### config.mk
export PLATFORM = sky130hd
export DESIGN_NAME = fir_mac_filter
export DESIGN_NICKNAME = d
export VERILOG_FILES = /design/src/rtl/fir_mac_filter.sv
export SDC_FILE = /design/constraint.sdc
export NUM_CORES = 1
export LEC_CHECK = 0
export CAP_MARGIN = 5
export CORE_MARGIN = 3
export CORE_UTILIZATION = 35
export CTS_CLUSTER_DIAMETER = 150
export DETAILED_ROUTE_END_ITERATION = 6
export PLACE_DENSITY = 0.48
export SYNTH_ARGS = -nofsm -noshare
export SYNTH_HDL_FRONTEND = slang
export SYNTH_SLANG_ARGS = --single-unit
### constraint.sdc
create_clock -name clk -period 6 [get_ports clk]
set_input_delay 1.2 -clock clk [delete_from_list [all_inputs] [get_ports clk]]
set_output_delay 1.2 -clock clk [all_outputs]
set_load 0.01 [all_outputs]
### src/rtl/fir_mac_filter.sv
`default_nettype none
// ============================================================================
// Module   : fir_mac_filter
// Brief    : TAPS-tap unsigned FIR filter with run-time-loadable coefficients.
//            A single multiply-accumulate is time-multiplexed across the taps,
//            one tap per clock. The result is scaled by a right shift,
//            saturated to OUT_W bits and flagged with a one-cycle out_valid.
// Revision : 1.0 - initial release
// ============================================================================
module fir_mac_filter #(
    parameter int DATA_W    = 8,
    parameter int COEF_W    = 8,
    parameter int TAPS      = 5,
    parameter int OUT_W     = 10,
    parameter int OUT_SHIFT = 8
) (
    input  logic                     clk,
    input  logic                     rst,
    input  logic [DATA_W-1:0]        x,
    input  logic                     in_valid,
    output logic                     in_ready,
    input  logic                     coef_we,
    input  logic [$clog2(TAPS)-1:0]  coef_addr,
    input  logic [COEF_W-1:0]        coef_data,
    output logic [OUT_W-1:0]         dataout,
    output logic                     out_valid,
    output logic                     sat
);

    localparam int c_addr_w = $clog2(TAPS);
    localparam int ACC_W    = DATA_W + COEF_W + $clog2(TAPS);
    localparam int c_prod_w = DATA_W + COEF_W;

    // Largest value representable on the output, widened to the accumulator.
    localparam logic [ACC_W-1:0] c_out_max = {{(ACC_W-OUT_W){1'b0}}, {OUT_W{1'b1}}};

    localparam logic [1:0] c_st_idle = 2'd0;
    localparam logic [1:0] c_st_mac  = 2'd1;
    localparam logic [1:0] c_st_done = 2'd2;

    logic [1:0]          r_state;
    logic [c_addr_w-1:0] r_idx;
    logic [DATA_W-1:0]   r_tap  [TAPS];
    logic [COEF_W-1:0]   r_coef [TAPS];
    logic [ACC_W-1:0]    r_acc;
    logic [OUT_W-1:0]    r_dataout;
    logic                r_out_valid;
    logic                r_sat;

    logic                w_accept;
    logic                w_coef_wr;
    logic                w_last;
    logic [c_prod_w-1:0] w_prod;
    logic [ACC_W-1:0]    w_shifted;
    logic                w_over;

    assign in_ready  = (r_state == c_st_idle);
    assign w_accept  = in_ready && in_valid;
    // Out-of-range addresses are compared one bit wider so TAPS need not be a power of two.
    assign w_coef_wr = coef_we && in_ready &&
                       ({1'b0, coef_addr} < (c_addr_w+1)'(TAPS));
    assign w_last    = (r_idx == c_addr_w'(TAPS-1));
    assign w_prod    = c_prod_w'(r_tap[r_idx]) * c_prod_w'(r_coef[r_idx]);
    assign w_shifted = r_acc >> OUT_SHIFT;
    assign w_over    = (w_shifted > c_out_max);

    assign dataout   = r_dataout;
    assign out_valid = r_out_valid;
    assign sat       = r_sat;

    // Delay line: shifts in a new sample only when one is accepted in IDLE.
    always_ff @(posedge clk or posedge rst) begin
        if (rst) begin
            for (int k = 0; k < TAPS; k++) r_tap[k] <= '0;
        end else if (w_accept) begin
            r_tap[0] <= x;
            for (int k = 1; k < TAPS; k++) r_tap[k] <= r_tap[k-1];
        end
    end

    // Coefficient bank: defaults h[k] = 2^(COEF_W-TAPS+k); writable only while idle.
    always_ff @(posedge clk or posedge rst) begin
        if (rst) begin
            for (int k = 0; k < TAPS; k++) r_coef[k] <= COEF_W'(1) << (COEF_W - TAPS + k);
        end else if (w_coef_wr) begin
            for (int k = 0; k < TAPS; k++) begin
                if (coef_addr == c_addr_w'(k)) r_coef[k] <= coef_data;
            end
        end
    end

    // Sequencer: accept, accumulate one tap per cycle, then scale/saturate and publish.
    always_ff @(posedge clk or posedge rst) begin
        if (rst) begin
            r_state     <= c_st_idle;
            r_idx       <= '0;
            r_acc       <= '0;
            r_dataout   <= '0;
            r_out_valid <= 1'b0;
            r_sat       <= 1'b0;
        end else begin
            r_out_valid <= 1'b0;
            case (r_state)
                c_st_idle: begin
                    if (in_valid) begin
                        r_acc   <= '0;
                        r_idx   <= '0;
                        r_state <= c_st_mac;
                    end
                end
                c_st_mac: begin
                    r_acc <= r_acc + ACC_W'(w_prod);
                    if (w_last) begin
                        r_idx   <= '0;
                        r_state <= c_st_done;
                    end else begin
                        r_idx   <= r_idx + c_addr_w'(1);
                    end
                end
                c_st_done: begin
                    r_dataout   <= w_over ? {OUT_W{1'b1}} : w_shifted[OUT_W-1:0];
                    r_sat       <= w_over;
                    r_out_valid <= 1'b1;
                    r_state     <= c_st_idle;
                end
                default: r_state <= c_st_idle;
            endcase
        end
    end

endmodule
`default_nettype wire

==> flow_metrics.env, run 1 <==
export IMPL_post_route_util_pct=42.2
export IMPL_setup_tns_ns=0
export IMPL_track_usage_pct=15.6
export IMPL_drive_above_1_share_pct=9.86
export IMPL_drv_slew=0
export IMPL_placement_io_buffers=35
export IMPL_clock_latency_ns=0.42
export IMPL_synth_edff_count=0
export IMPL_finalSetupViolCount=0
export IMPL_maxSlewHeadroom_pct=33.4
export IMPL_dieArea_um2=24200
export IMPL_use_met1_pct=22.3
export IMPL_num_rows=54
export IMPL_synth_warning_count=0
export IMPL_area_growth_pct=17.7
export IMPL_dr_total_vias=5596
export IMPL_grt_util_met3_pct=3.00
export IMPL_fin_nets=1006
export IMPL_die_w_um=156
export IMPL_finalClockSkew_ns=0.0111
export IMPL_wirelength_um=17700
export IMPL_worstPathArrival_ns=5.92
export IMPL_fin_crit_ns=5.59
export IMPL_grt_max_degree=58
export IMPL_required_ns=6.33
export IMPL_hold_ws_ns=0.480
export IMPL_rsz0062_at_grt="false"
export IMPL_io_pins=36
export IMPL_start_kind="register"
export IMPL_placed_area_um2=8630
export IMPL_die_h_um=156
export IMPL_drtIter0Drc=251
export IMPL_clock_path_buffers=2
export IMPL_routedWlPerCell_um=15.0
export IMPL_syn_area_per_cell_um2=9.36
export IMPL_ys_seq_elements=116
export IMPL_finalInstanceArea_um2=9230
export IMPL_rr_worst_depth=17
export IMPL_critical_path_cell_chain="or3_1 -> buf_4 -> o2111ai_2 -> buf_4 -> nor2_1 -> fa_1 -> fa_1 -> fa_1 -> inv_1 -> fa_1 -> inv_1 -> ha_1 -> and3_1 -> a221o_1 -> a221oi_2 -> nor3_1 -> a311oi_1"
export IMPL_numClockSinks=116
export IMPL_cp_slowest_stage_delay_ns=0.54
export IMPL_synth_cell_types=53
export IMPL_netlist_area_um2=7840
export IMPL_initial_core_util_pct=35.8
export IMPL_grt_pass1_vias=5664
export IMPL_overflow=0
export IMPL_max_freq_mhz=179
export IMPL_tightest_slew_ns=1.00
export IMPL_antenna_found_initial=0
export IMPL_cts_repair_resized=0
export IMPL_synth_async_sr_flop_share_pct=100
export IMPL_netlist_instances=838
export IMPL_place_hpwl_um=13300
export IMPL_htreeDepth=4
export IMPL_hp_class="reg -> reg"
export IMPL_finalHoldViolations=0
export IMPL_worstSetupPathType="reg -> reg"
export IMPL_cts_hold_buf=0
export IMPL_post_route_period_util_pct=93.2
export IMPL_core_area_um2=21900
export IMPL_crit_path_end_kind="register"
export IMPL_drc_errors=0
export IMPL_via_per_inst=4.73
export IMPL_drtAntennaViolNets=0
export IMPL_slowest_stage="fa_1"
export IMPL_post_cts_buffers=0
export IMPL_cts_buffers=17
export IMPL_cts_root_buf="clkbuf_16"
export IMPL_global_route_peak_usage_layer="met2"
export IMPL_cp_max_fo=9
export IMPL_hold_depth=2
export IMPL_gp_congestion=0.800
export IMPL_seq_area_frac_synth_pct=37.1
export IMPL_cts_tree="built"
export IMPL_drtPass1Iterations=4
export IMPL_clk_pin_slew_worst_paths_ns=0.06
export IMPL_synth_nets=954
export IMPL_crit_top_cell="fa_1"
export IMPL_antennaDiodeCount=0
export IMPL_status="finished clean"
export IMPL_synth_top_flop_cell="dfrtp_1"
export IMPL_grt_first_pass_wirelength_um=30300
export IMPL_grt_use_met2_pct=24.5
export IMPL_maxCapViolations=0
[state kept, by name, indices dropped and copies added (netlist names)]
name / cells
r_coef: 40
r_tap: 40
r_acc: 19
dataout: 10
r_idx: 3
r_state: 2
out_valid: 1
sat: 1
[stage by stage]
step	std cells	worst slack (ns)
floorplan	838	0.572
global placement	1151	0.464
detailed placement	1151	0.405
CTS	1183	0.379
global route	1183	0.102
finish	1183	0.407
[per-layer routing]
| layer | vias up | wire, um |
|---|---|---|
| li1 | 2843 | - |
| met1 | 2661 | 8730 |
| met2 | 74 | 8200 |
| met3 | 18 | 576 |
| met4 | 0 | 233 |
| met5 | - | 0 |
[worst paths after layout]
kind	startpoint	end	slack, ns
max in group asynchronous	rst	r_tap[2]	3.77
min in group asynchronous	rst	r_coef[20]	1.13
min reg2reg	dataout[4]	dataout[4]	0.48
max	r_idx[1]	r_acc[17]	0.41
min	dataout[4]	dataout[4]	0.48
max reg2reg	r_idx[1]	r_acc[17]	0.41
[cell usage after synthesis, types with 4 or more instances]
library cell,count,share of area [%]
fa_1,50,13
xor2_1,5,0.56
nor2_1,68,3.3
nand2_1,156,7.5
mux2_2,8,1.1
nand2b_1,12,0.96
or2_1,23,1.8
o31ai_1,7,0.67
o2111ai_2,7,1.3
buf_2,6,0.38
nand3_1,18,1.1
clkbuf_1,22,1.1
mux2i_1,23,2.9
o21ai_1,55,3.5
a21o_1,4,0.38
nor3_1,7,0.45
dfstp_2,5,1.7
dfrtp_1,111,35
o21ai_0,14,0.89
xnor2_1,4,0.45
mux2_1,33,4.7
ha_1,43,6.9
o211ai_1,4,0.38
a21oi_1,11,0.70
inv_1,102,4.9
[cell usage in the layout, fill, tap and decap left out, drive strengths merged, types with 30 or more instances in the layout]
master,Yosys,final
inv,102,110
nand2,157,157
o21ai,69,69
clkdlybuf4s50,0,35
dfrtp,111,111
nor2,69,69
fa,50,50
mux2,41,41
ha,43,43
buf,9,30
[final cells by class]
type                            instances  area [um2]
Fill cell                            2152       12700
Inverter                              102         385
Clock inverter                         14         166
Multi-Input combinational cell        588        4410
Clock buffer                           18         429
Sequential cell                       116        2910
Tap cell                              280         350
Timing Repair Buffer                   65         576
[critical path: cells and delay by family (launching register included)]
family,cells,cell delay [ns]
flip-flops,1,0.52
adder cells (fa/ha/maj),5,2.46
AO/OA/AOI/OAI,4,1.23
AND/OR/NAND/NOR,4,0.81
buffers and inverters,4,0.48
[logic make-up after synthesis]
| logic type | after synthesis | share of synthesized area [%] |
|---|---|---|
| flops | 116 | 37.1 |
| mux | 64 | 8.83 |
| compound gates | 117 | 9.59 |
| simple gates | 305 | 17.2 |
| fa+ha+maj | 93 | 19.6 |
| buf+inv | 134 | 6.64 |
| xor+xnor | 9 | 1.01 |
Power of run 1 is left out: the tool's default activity adds up to more than one toggle a clock period on the data nets, which glitch-free logic cannot reach.
==> run 2, diff against run 1 <==
==> constraint.sdc (replaced) <==
create_clock -name clk -period 7 [get_ports clk]
set_input_delay 1.4 -clock clk [delete_from_list [all_inputs] [get_ports clk]]
set_output_delay 1.4 -clock clk [all_outputs]
set_load 0.01 [all_outputs]
==> flow_metrics.env, run 2 (same netlist as run 1, synthesis figures left out) <==
export IMPL_fin_nets=984
export IMPL_cts_root_buf="clkbuf_16"
export IMPL_antennaDiodeCount=0
export IMPL_track_usage_pct=15.2
export IMPL_core_area_um2=21900
export IMPL_finalSetupViolCount=0
export IMPL_max_freq_mhz=161
export IMPL_crit_path_end_kind="register"
export IMPL_cp_slowest_stage_delay_ns=0.66
export IMPL_hp_class="reg -> reg"
export IMPL_dieArea_um2=24200
export IMPL_post_route_period_util_pct=88.5
export IMPL_setup_tns_ns=0
export IMPL_critical_path_cell_chain="buf_4 -> mux2i_1 -> o21ai_0 -> o21ai_1 -> nor2_1 -> fa_1 -> inv_1 -> fa_1 -> inv_1 -> fa_1 -> inv_1 -> fa_1 -> inv_1 -> ha_1 -> a21o_1 -> a31o_1 -> o211a_1 -> or3_1 -> a32o_1"
export IMPL_cts_hold_buf=0
export IMPL_maxSlewHeadroom_pct=35.4
export IMPL_htreeDepth=4
export IMPL_placement_io_buffers=35
export IMPL_tightest_slew_ns=0.969
export IMPL_critPathTopFamily="adder cells"
export IMPL_worstSetupPathType="reg -> reg"
export IMPL_cp_max_fo=22
export IMPL_required_ns=7.31
export IMPL_drive_above_1_share_pct=7.72
export IMPL_grt_max_degree=76
export IMPL_grt_pass1_vias=5468
export IMPL_multi_input_area_um2=4410
export IMPL_num_rows=54
export IMPL_overflow=0
export IMPL_clk_pin_slew_worst_paths_ns=0.06
export IMPL_final_common_cell="nand2_1"
export IMPL_antenna_found_initial=0
export IMPL_maxCapViolations=0
export IMPL_cts_buffers=17
export IMPL_cts_repair_resized=0
export IMPL_finalHoldViolations=0
export IMPL_path_buf_inv=5
export IMPL_finalClockSkew_ns=0.0125
export IMPL_grt_first_pass_wirelength_um=29400
export IMPL_numClockSinks=116
export IMPL_start_kind="register"
export IMPL_dr_total_vias=5566
export IMPL_status="finished clean"
export IMPL_regArea_um2=2910
export IMPL_io_pins=36
export IMPL_cts_tree="built"
export IMPL_worstPathArrival_ns=6.50
export IMPL_die_w_um=156
export IMPL_top_regs="r_coef x40, r_tap x40, r_acc x19"
export IMPL_slowest_stage="dfrtp_1"
export IMPL_area_growth_pct=15.6
export IMPL_initial_core_util_pct=35.8
export IMPL_rsz0062_at_grt="false"
export IMPL_fin_crit_ns=6.20
export IMPL_drtAntennaViolNets=0
export IMPL_via_per_inst=4.79
export IMPL_routedWlPerCell_um=14.9
export IMPL_final_cell_mix="156 x nand2_1, 111 x dfrtp_1, 101 x inv_1, 68 x nor2_1, 55 x o21ai_1"
export IMPL_drtIter0Drc=240
export IMPL_wirelength_um=17300
export IMPL_die_h_um=156
export IMPL_clock_latency_ns=0.43
export IMPL_post_cts_buffers=0
export IMPL_place_hpwl_um=12600
export IMPL_clock_path_buffers=2
export IMPL_drc_errors=0
export IMPL_n_fill_cell=2199
export IMPL_drtPass1Iterations=4
export IMPL_gp_congestion=0.834
export IMPL_drv_slew=0
[run 2: cell types whose count changed in the layout (fill, tap and decap cells not counted)]
cell and delta:
clkinvlp_4 -1, clkinv_2 +2, buf_4 -22, inv_8 +1, clkinv_4 +2, clkbuf_1 -1, inv_6 -3
[run 2: per-layer routing]
metal  part of all wire [%]  GRT usage, %
met3                    2.9          3.41
met5                      0             0
met4                   0.67          3.25
met2                     44          22.5
met1                     52          22.7
[run 2: final timing paths]
kind	cells past startpoint	slack (ns)	endpoint	startpoint
worst max-delay path	19	0.80	r_acc[14]	r_idx[0]
worst min-delay path	2	0.48	r_tap[5]	r_tap[5]
worst max register to register	19	0.80	r_acc[14]	r_idx[0]
worst min register to register	2	0.48	r_tap[5]	r_tap[5]
max in group asynchronous	3	4.24	r_tap[5]	rst
min in group asynchronous	2	1.39	r_idx[2]	rst
[run 2: area by class of cell]
type                       count  share of cell area (%)
multi-input combinational    588                    48.7
clock buffer                  17                    4.69
timing repair buffer          43                    4.53
tap                          280                    3.87
inverter                     102                    4.25
clock inverter                15                    1.89
sequential                   116                    32.1
[run 2: per-stage QoR]
step | cell area (um2) | setup slack [ns] | hold WS, ns | cells | utilization, %
finish | 9060 | 0.802 | 0.479 | 1161 | 41.4
global placement | 8470 | 0.947 | 0.455 | 1129 | 38.7
detailed placement | 8470 | 0.796 | 0.463 | 1129 | 38.7
CTS | 9060 | 0.795 | 0.479 | 1161 | 41.4
global route | 9060 | 0.344 | 0.503 | 1161 | 41.4
floorplan | 7840 | 1.57 | 0.437 | 838 | -
[run 2: tightest hold or removal path, cell delays in order (launching register included)]
cell     delay (ns)
dfrtp_1        0.34
nand2_1        0.05
nand2_1        0.05
Power of run 2 is left out for the same reason.
